File: src/rtl/l2_writeback_buffer.sv
// Write-back buffer between an L2 cache and memory: holds evicted blocks in a small
// circular FIFO, serves read hits from it, coalesces repeat writes and drains when idle.
module l2_writeback_buffer #(
  parameter int ADDR_WIDTH = 11,
  parameter int DATA_WIDTH = 8,
  parameter int BLOCK_SIZE = 32,
  parameter int DEPTH      = 4
) (
  input  logic                             clk,
  input  logic                             rst_n,
  input  logic [ADDR_WIDTH-1:0]            up_addr,
  input  logic                             up_read,
  input  logic                             up_write,
  input  logic [BLOCK_SIZE*DATA_WIDTH-1:0] up_data_in,
  output logic [BLOCK_SIZE*DATA_WIDTH-1:0] up_data_out,
  output logic                             up_ready,
  output logic                             up_hit,
  output logic [ADDR_WIDTH-1:0]            mem_addr,
  output logic                             mem_read,
  output logic                             mem_write,
  output logic [BLOCK_SIZE*DATA_WIDTH-1:0] mem_data_out,
  input  logic [BLOCK_SIZE*DATA_WIDTH-1:0] mem_data_in,
  input  logic                             mem_ready,
  output logic [$clog2(DEPTH):0]           wb_count,
  output logic                             wb_full,
  output logic                             wb_empty
);

  localparam int BW = BLOCK_SIZE * DATA_WIDTH;
  localparam int PW = (DEPTH > 1) ? $clog2(DEPTH) : 1;
  localparam int CW = $clog2(DEPTH) + 1;
  localparam logic [ADDR_WIDTH-1:0] OFFS_MASK = ADDR_WIDTH'(BLOCK_SIZE - 1);

  typedef enum logic [1:0] {IDLE, RESP, MEM_RD, DRAIN} state_e;

  state_e                state_q, state_d;
  logic [PW-1:0]         head_q, head_d;
  logic [PW-1:0]         tail_q, tail_d;
  logic [CW-1:0]         count_q, count_d;
  logic [BW-1:0]         respData_q, respData_d;
  logic                  hit_q, hit_d;
  logic [ADDR_WIDTH-1:0] rdAddr_q, rdAddr_d;

  logic                  valid_q   [DEPTH];
  logic [ADDR_WIDTH-1:0] entAddr_q [DEPTH];
  logic [BW-1:0]         entData_q [DEPTH];

  logic [ADDR_WIDTH-1:0] reqAlign;
  logic                  matchHit;
  logic [PW-1:0]         matchIdx;
  logic                  wrEn;
  logic [PW-1:0]         wrIdx;
  logic                  invEn;
  logic                  isFull;

  function automatic logic [PW-1:0] ptrInc(input logic [PW-1:0] p);
    return (p == PW'(DEPTH - 1)) ? '0 : p + 1'b1;
  endfunction

  assign reqAlign = up_addr & ~OFFS_MASK;
  assign isFull   = (count_q == CW'(DEPTH));

  // Coalescing keeps addresses unique, so the first match is the only match.
  always_comb begin
    matchHit = 1'b0;
    matchIdx = '0;
    for (int i = 0; i < DEPTH; i++) begin
      if (!matchHit && valid_q[i] && (entAddr_q[i] == reqAlign)) begin
        matchHit = 1'b1;
        matchIdx = PW'(i);
      end
    end
  end

  always_comb begin
    state_d      = state_q;
    head_d       = head_q;
    tail_d       = tail_q;
    count_d      = count_q;
    respData_d   = respData_q;
    hit_d        = hit_q;
    rdAddr_d     = rdAddr_q;
    wrEn         = 1'b0;
    wrIdx        = tail_q;
    invEn        = 1'b0;
    mem_read     = 1'b0;
    mem_write    = 1'b0;
    mem_addr     = '0;
    mem_data_out = '0;
    unique case (state_q)
      IDLE: begin
        if (up_read) begin
          if (matchHit) begin
            respData_d = entData_q[matchIdx];
            hit_d      = 1'b1;
            state_d    = RESP;
          end else begin
            rdAddr_d = reqAlign;
            state_d  = MEM_RD;
          end
        end else if (up_write) begin
          if (matchHit) begin
            wrEn    = 1'b1;
            wrIdx   = matchIdx;
            hit_d   = 1'b0;
            state_d = RESP;
          end else if (!isFull) begin
            wrEn    = 1'b1;
            wrIdx   = tail_q;
            tail_d  = ptrInc(tail_q);
            count_d = count_q + 1'b1;
            hit_d   = 1'b0;
            state_d = RESP;
          end else begin
            // Full: make room first; the held write is re-sampled afterwards.
            state_d = DRAIN;
          end
        end else if (count_q != '0) begin
          state_d = DRAIN;
        end
      end
      RESP: begin
        state_d = IDLE;
      end
      MEM_RD: begin
        mem_read = 1'b1;
        mem_addr = rdAddr_q;
        if (mem_ready) begin
          respData_d = mem_data_in;
          hit_d      = 1'b0;
          state_d    = RESP;
        end
      end
      DRAIN: begin
        mem_write    = 1'b1;
        mem_addr     = entAddr_q[head_q];
        mem_data_out = entData_q[head_q];
        if (mem_ready) begin
          invEn   = 1'b1;
          head_d  = ptrInc(head_q);
          count_d = count_q - 1'b1;
          state_d = IDLE;
        end
      end
      default: begin
        state_d = IDLE;
      end
    endcase
  end

  always_ff @(posedge clk or posedge rst_n) begin
    if (rst_n) begin
      state_q    <= IDLE;
      head_q     <= '0;
      tail_q     <= '0;
      count_q    <= '0;
      respData_q <= '0;
      hit_q      <= 1'b0;
      rdAddr_q   <= '0;
      valid_q    <= '{default: 1'b0};
    end else begin
      state_q    <= state_d;
      head_q     <= head_d;
      tail_q     <= tail_d;
      count_q    <= count_d;
      respData_q <= respData_d;
      hit_q      <= hit_d;
      rdAddr_q   <= rdAddr_d;
      if (invEn) valid_q[head_q] <= 1'b0;
      if (wrEn)  valid_q[wrIdx]  <= 1'b1;
    end
  end

  // Payload storage needs no reset: an entry is only visible through its valid bit.
  always_ff @(posedge clk) begin
    if (wrEn) begin
      entAddr_q[wrIdx] <= reqAlign;
      entData_q[wrIdx] <= up_data_in;
    end
  end

  assign up_ready    = (state_q == RESP);
  assign up_hit      = hit_q & (state_q == RESP);
  assign up_data_out = respData_q;
  assign wb_count    = count_q;
  assign wb_full     = isFull;
  assign wb_empty    = (count_q == '0);

endmodule

File: config.mk
export PLATFORM = sky130hd
export DESIGN_NAME = l2_writeback_buffer
export DESIGN_NICKNAME = d
export VERILOG_FILES = /design/src/rtl/l2_writeback_buffer.sv
export SDC_FILE = /design/constraint.sdc
export NUM_CORES = 2
export LEC_CHECK = 0
export ABC_AREA = 1
export BUFFER_PORTS_ARGS = -buffer_cell sky130_fd_sc_hd__buf_2
export CAP_MARGIN = 20
export CORE_UTILIZATION = 33
export CTS_BUF_LIST = sky130_fd_sc_hd__clkbuf_2 sky130_fd_sc_hd__clkbuf_4 sky130_fd_sc_hd__clkbuf_8
export DETAILED_ROUTE_END_ITERATION = 10
export PLACE_DENSITY = 0.5
export SYNTH_ARGS = -nofsm -noshare
export SYNTH_HDL_FRONTEND = slang
export SYNTH_SLANG_ARGS = --single-unit
File: constraint.sdc
create_clock -name clk -period 17.47 [get_ports clk]
set_clock_uncertainty 0.15 [all_clocks]
set_input_delay 4.3675 -clock clk [delete_from_list [all_inputs] [get_ports clk]]
set_output_delay 4.3675 -clock clk [all_outputs]
set_load 0.01 [all_outputs]
==> flow_summary.yaml <==
timing:
  period_minus_slack_ns: 10.18
  hold_ws_ns: 0.321
  setup_tns_ns: 0
  maxSlewHeadroom_pct: 18.5
  hold_viol_final: 0
  tightestPinTransition_ns: 1.22
  finalCritPeriodShare_pct: 58.3
  rsz0062_at_grt: "no"
  maxSlewViolCount: 0
  setup_viol: 0
  max_freq_mhz: 98.2
routing:
  dr_total_vias: 56200
  initialDrtViolationCount: 4425
  drc_errors: 0
  via_per_inst: 5.11
  ant_nets: 0
  wl_met3_mm: 16.1
  wl_per_cell_um: 22.6
  drt-total-wl_mm: 249
  wl_met2_mm: 120
  drtPass1Iterations: 6
  highest_layer: "met5"
  wirelength_met1_mm: 101
setup_path:
  crit_family: "buffers and inverters"
  crit_path_end_kind: "output port"
  cp.arrival_ns: 5.66
  path_buf_inv: 5
  crit_path_frequent_cell: "buf_4"
  path_cells: "buf_4 -> buf_4 -> buf_4 -> buf_4 -> o21ai_0 -> a21oi_1 -> buf_2"
  start_kind: "register"
  cp_data_required_time_ns: 12.95
  crit_fanout: 81
  critical_path.slowest_cell: "buf_4"
  criticalPathCategory: "reg -> out"
  max_stage_delay_ns: 0.80
pwr:
  p_leak_nw: 34.8
  vdd_drop_max_mv: 0.114
  cellPowerDensity_mw_per_mm2: 151
synthesis:
  synth_ff_type: "edfxtp_1"
  yosysTopAreaCell: "edfxtp_1"
  syn_area_sq_mm: 0.0650
  seq_area_frac_synth_pct: 59.0
  netlist_top_cells_count: "nand2_1, nand3_1, edfxtp_1"
  synth_edf_count: 1048
  synth.top_cell.area_share_pct: 48.4
  synth_most_common_cell: "nand2_1"
  yosys-top-cells-area: "edfxtp_1, dfrtp_1, nand3_1"
  ys_ff_latch: 1324
  ys_types: 32
  syn_avg_cell_area_sq_um: 8.94
  netlist_instances: 7277
  yosysWarnings: 0
  async_flop_share_pct: 20.8
global_routing:
  grt_start_max_net_pins: 195
  gr-total-overflow: 0
  grt_pass1_wl_mm: 356
  grt_pass1_vias: 52100
  antenna_found_initial: 112
  track_usage_pct: 24.0
floorplan:
  die_h_um: 446
  placementRows: 162
  core_area_sq_mm: 0.195
  ioPinCount: 1060
  die_x_um: 446
  dieArea_sq_mm: 0.199
  initial_core_util_pct: 33.3
placed_design:
  hpwlAfterDp_mm: 155
  place.gp.congestion: 0.895
  io_buffers: 1049
cts:
  path_clk_slew_ns: 0.06
  numCtsBuffers: 235
  insertion_delay_ns: 1.05
  cts_htree_levels: 4
  cts_root_buf: "clkbuf_8"
  cts_hold_buf: 0
  cts.sinks: 1324
  post-cts-setup-buffer-count: 0
  clk_path_buf_depth: 3
  tritoncts: "done"
  ctsResizeCount: 0
layout:
  fin_nets: 8636
  fin_util_pct: 39.5
  drive_above_1_share_pct: 18.7
  areaGrowthSynthToFinish_pct: 18.7
min_path:
  hold_class: "reg -> reg"
run:
  drv_cap: 0
run_status:
  status: "finished clean"
path summary, 6_finish.rpt:
kind	from	end	slack [ns]	cells after the start
max reg2reg	entAddr_q[2][2]	up_data_out[131]	11.55	14
min in group asynchronous	rst_n	up_data_out[108]	3.34	2
min	up_data_out[28]	up_data_out[28]	0.32	2
max	head_q[0]	mem_data_out[183]	7.29	7
max in group asynchronous	rst_n	up_data_out[179]	11.77	4
min reg2reg	up_data_out[28]	up_data_out[28]	0.32	2
cells by family after synthesis:
group / share of synthesized area, %
simple gates: 22.1
buf+inv: 8.35
fa+ha+maj: 0.127
other cells: 0.00577
compound gates: 10.3
flops: 59.0
xor+xnor: 0.0539
registers in the layout (all words and copies together), names as in the netlist:
signal       count
entAddr_q       24
entData_q     1024
head_q           2
hit_q            1
rdAddr_q         6
state_q          2
tail_q           2
up_data_out    256
valid_q          4
wb_count         3
power breakdown:
| part | total, mW | internal (mW) | switching [mW] | leakage (nW) |
|---|---|---|---|---|
| sequential | 4.15 | 3.91 | 0.248 | 12.8 |
| combinational | 4.43 | 1.24 | 3.19 | 19.3 |
| clock | 3.05 | 1.68 | 1.37 | 2.64 |
| total | 11.6 | 6.82 | 4.81 | 34.8 |
layer usage:
metal / vias to the layer above / global-route usage, %
met2: 2160 / 39.1
met3: 502 / 4.68
met4: 26 / 12.4
met5: - / 0
li1: 26200 / -
met1: 27300 / 30.2
tightest hold or removal path, stage by stage, from the launching register on:
cell and delay [ns]:
dfrtp_1 0.33, nand2_1 0.05, nand2_1 0.05
placed cells by master (no fill, tap or decap), types with 3 or more instances in the layout:
master / n
nand2_1: 1373
nand3_1: 1053
buf_2: 1049
edfxtp_1: 1048
inv_1: 820
a21oi_1: 782
nor2_1: 546
o21ai_0: 540
dfrtp_1: 274
clkbuf_8: 256
nand3b_1: 245
clkbuf_4: 96
buf_4: 72
diode_2: 60
clkinv_1: 48
clkinv_2: 24
inv_8: 14
bufinv_16: 8
buf_12: 7
a32o_1: 6
inv_2: 5
ha_1: 5
conb_1: 5
clkinvlp_4: 4
xor2_1: 3
clkinv_8: 3
layout make-up:
type | count | area (sq um)
Sequential cell | 1324 | 38400
Clock inverter | 95 | 722
Antenna cell | 60 | 150
Clock buffer | 352 | 4240
Inverter | 835 | 3200
Multi-Input combinational cell | 4578 | 21300
Timing Repair Buffer | 1128 | 5930
Tap cell | 2624 | 3280
Fill cell | 19700 | 118000
through the flow:
step                      instances  power, mW  setup WS [ns]  instance area (sq um)
after floorplan                7281       6.81           5.34                  65000
after global placement        10500       8.60           7.32                  72100
after detailed placement      10500       8.63           7.29                  72100
after CTS                     10900       11.7           7.22                  77100
after global routing          11000       12.3           6.95                  77200
final                         11000       11.6           7.29                  77200
Power figures use the tool's default switching activity.
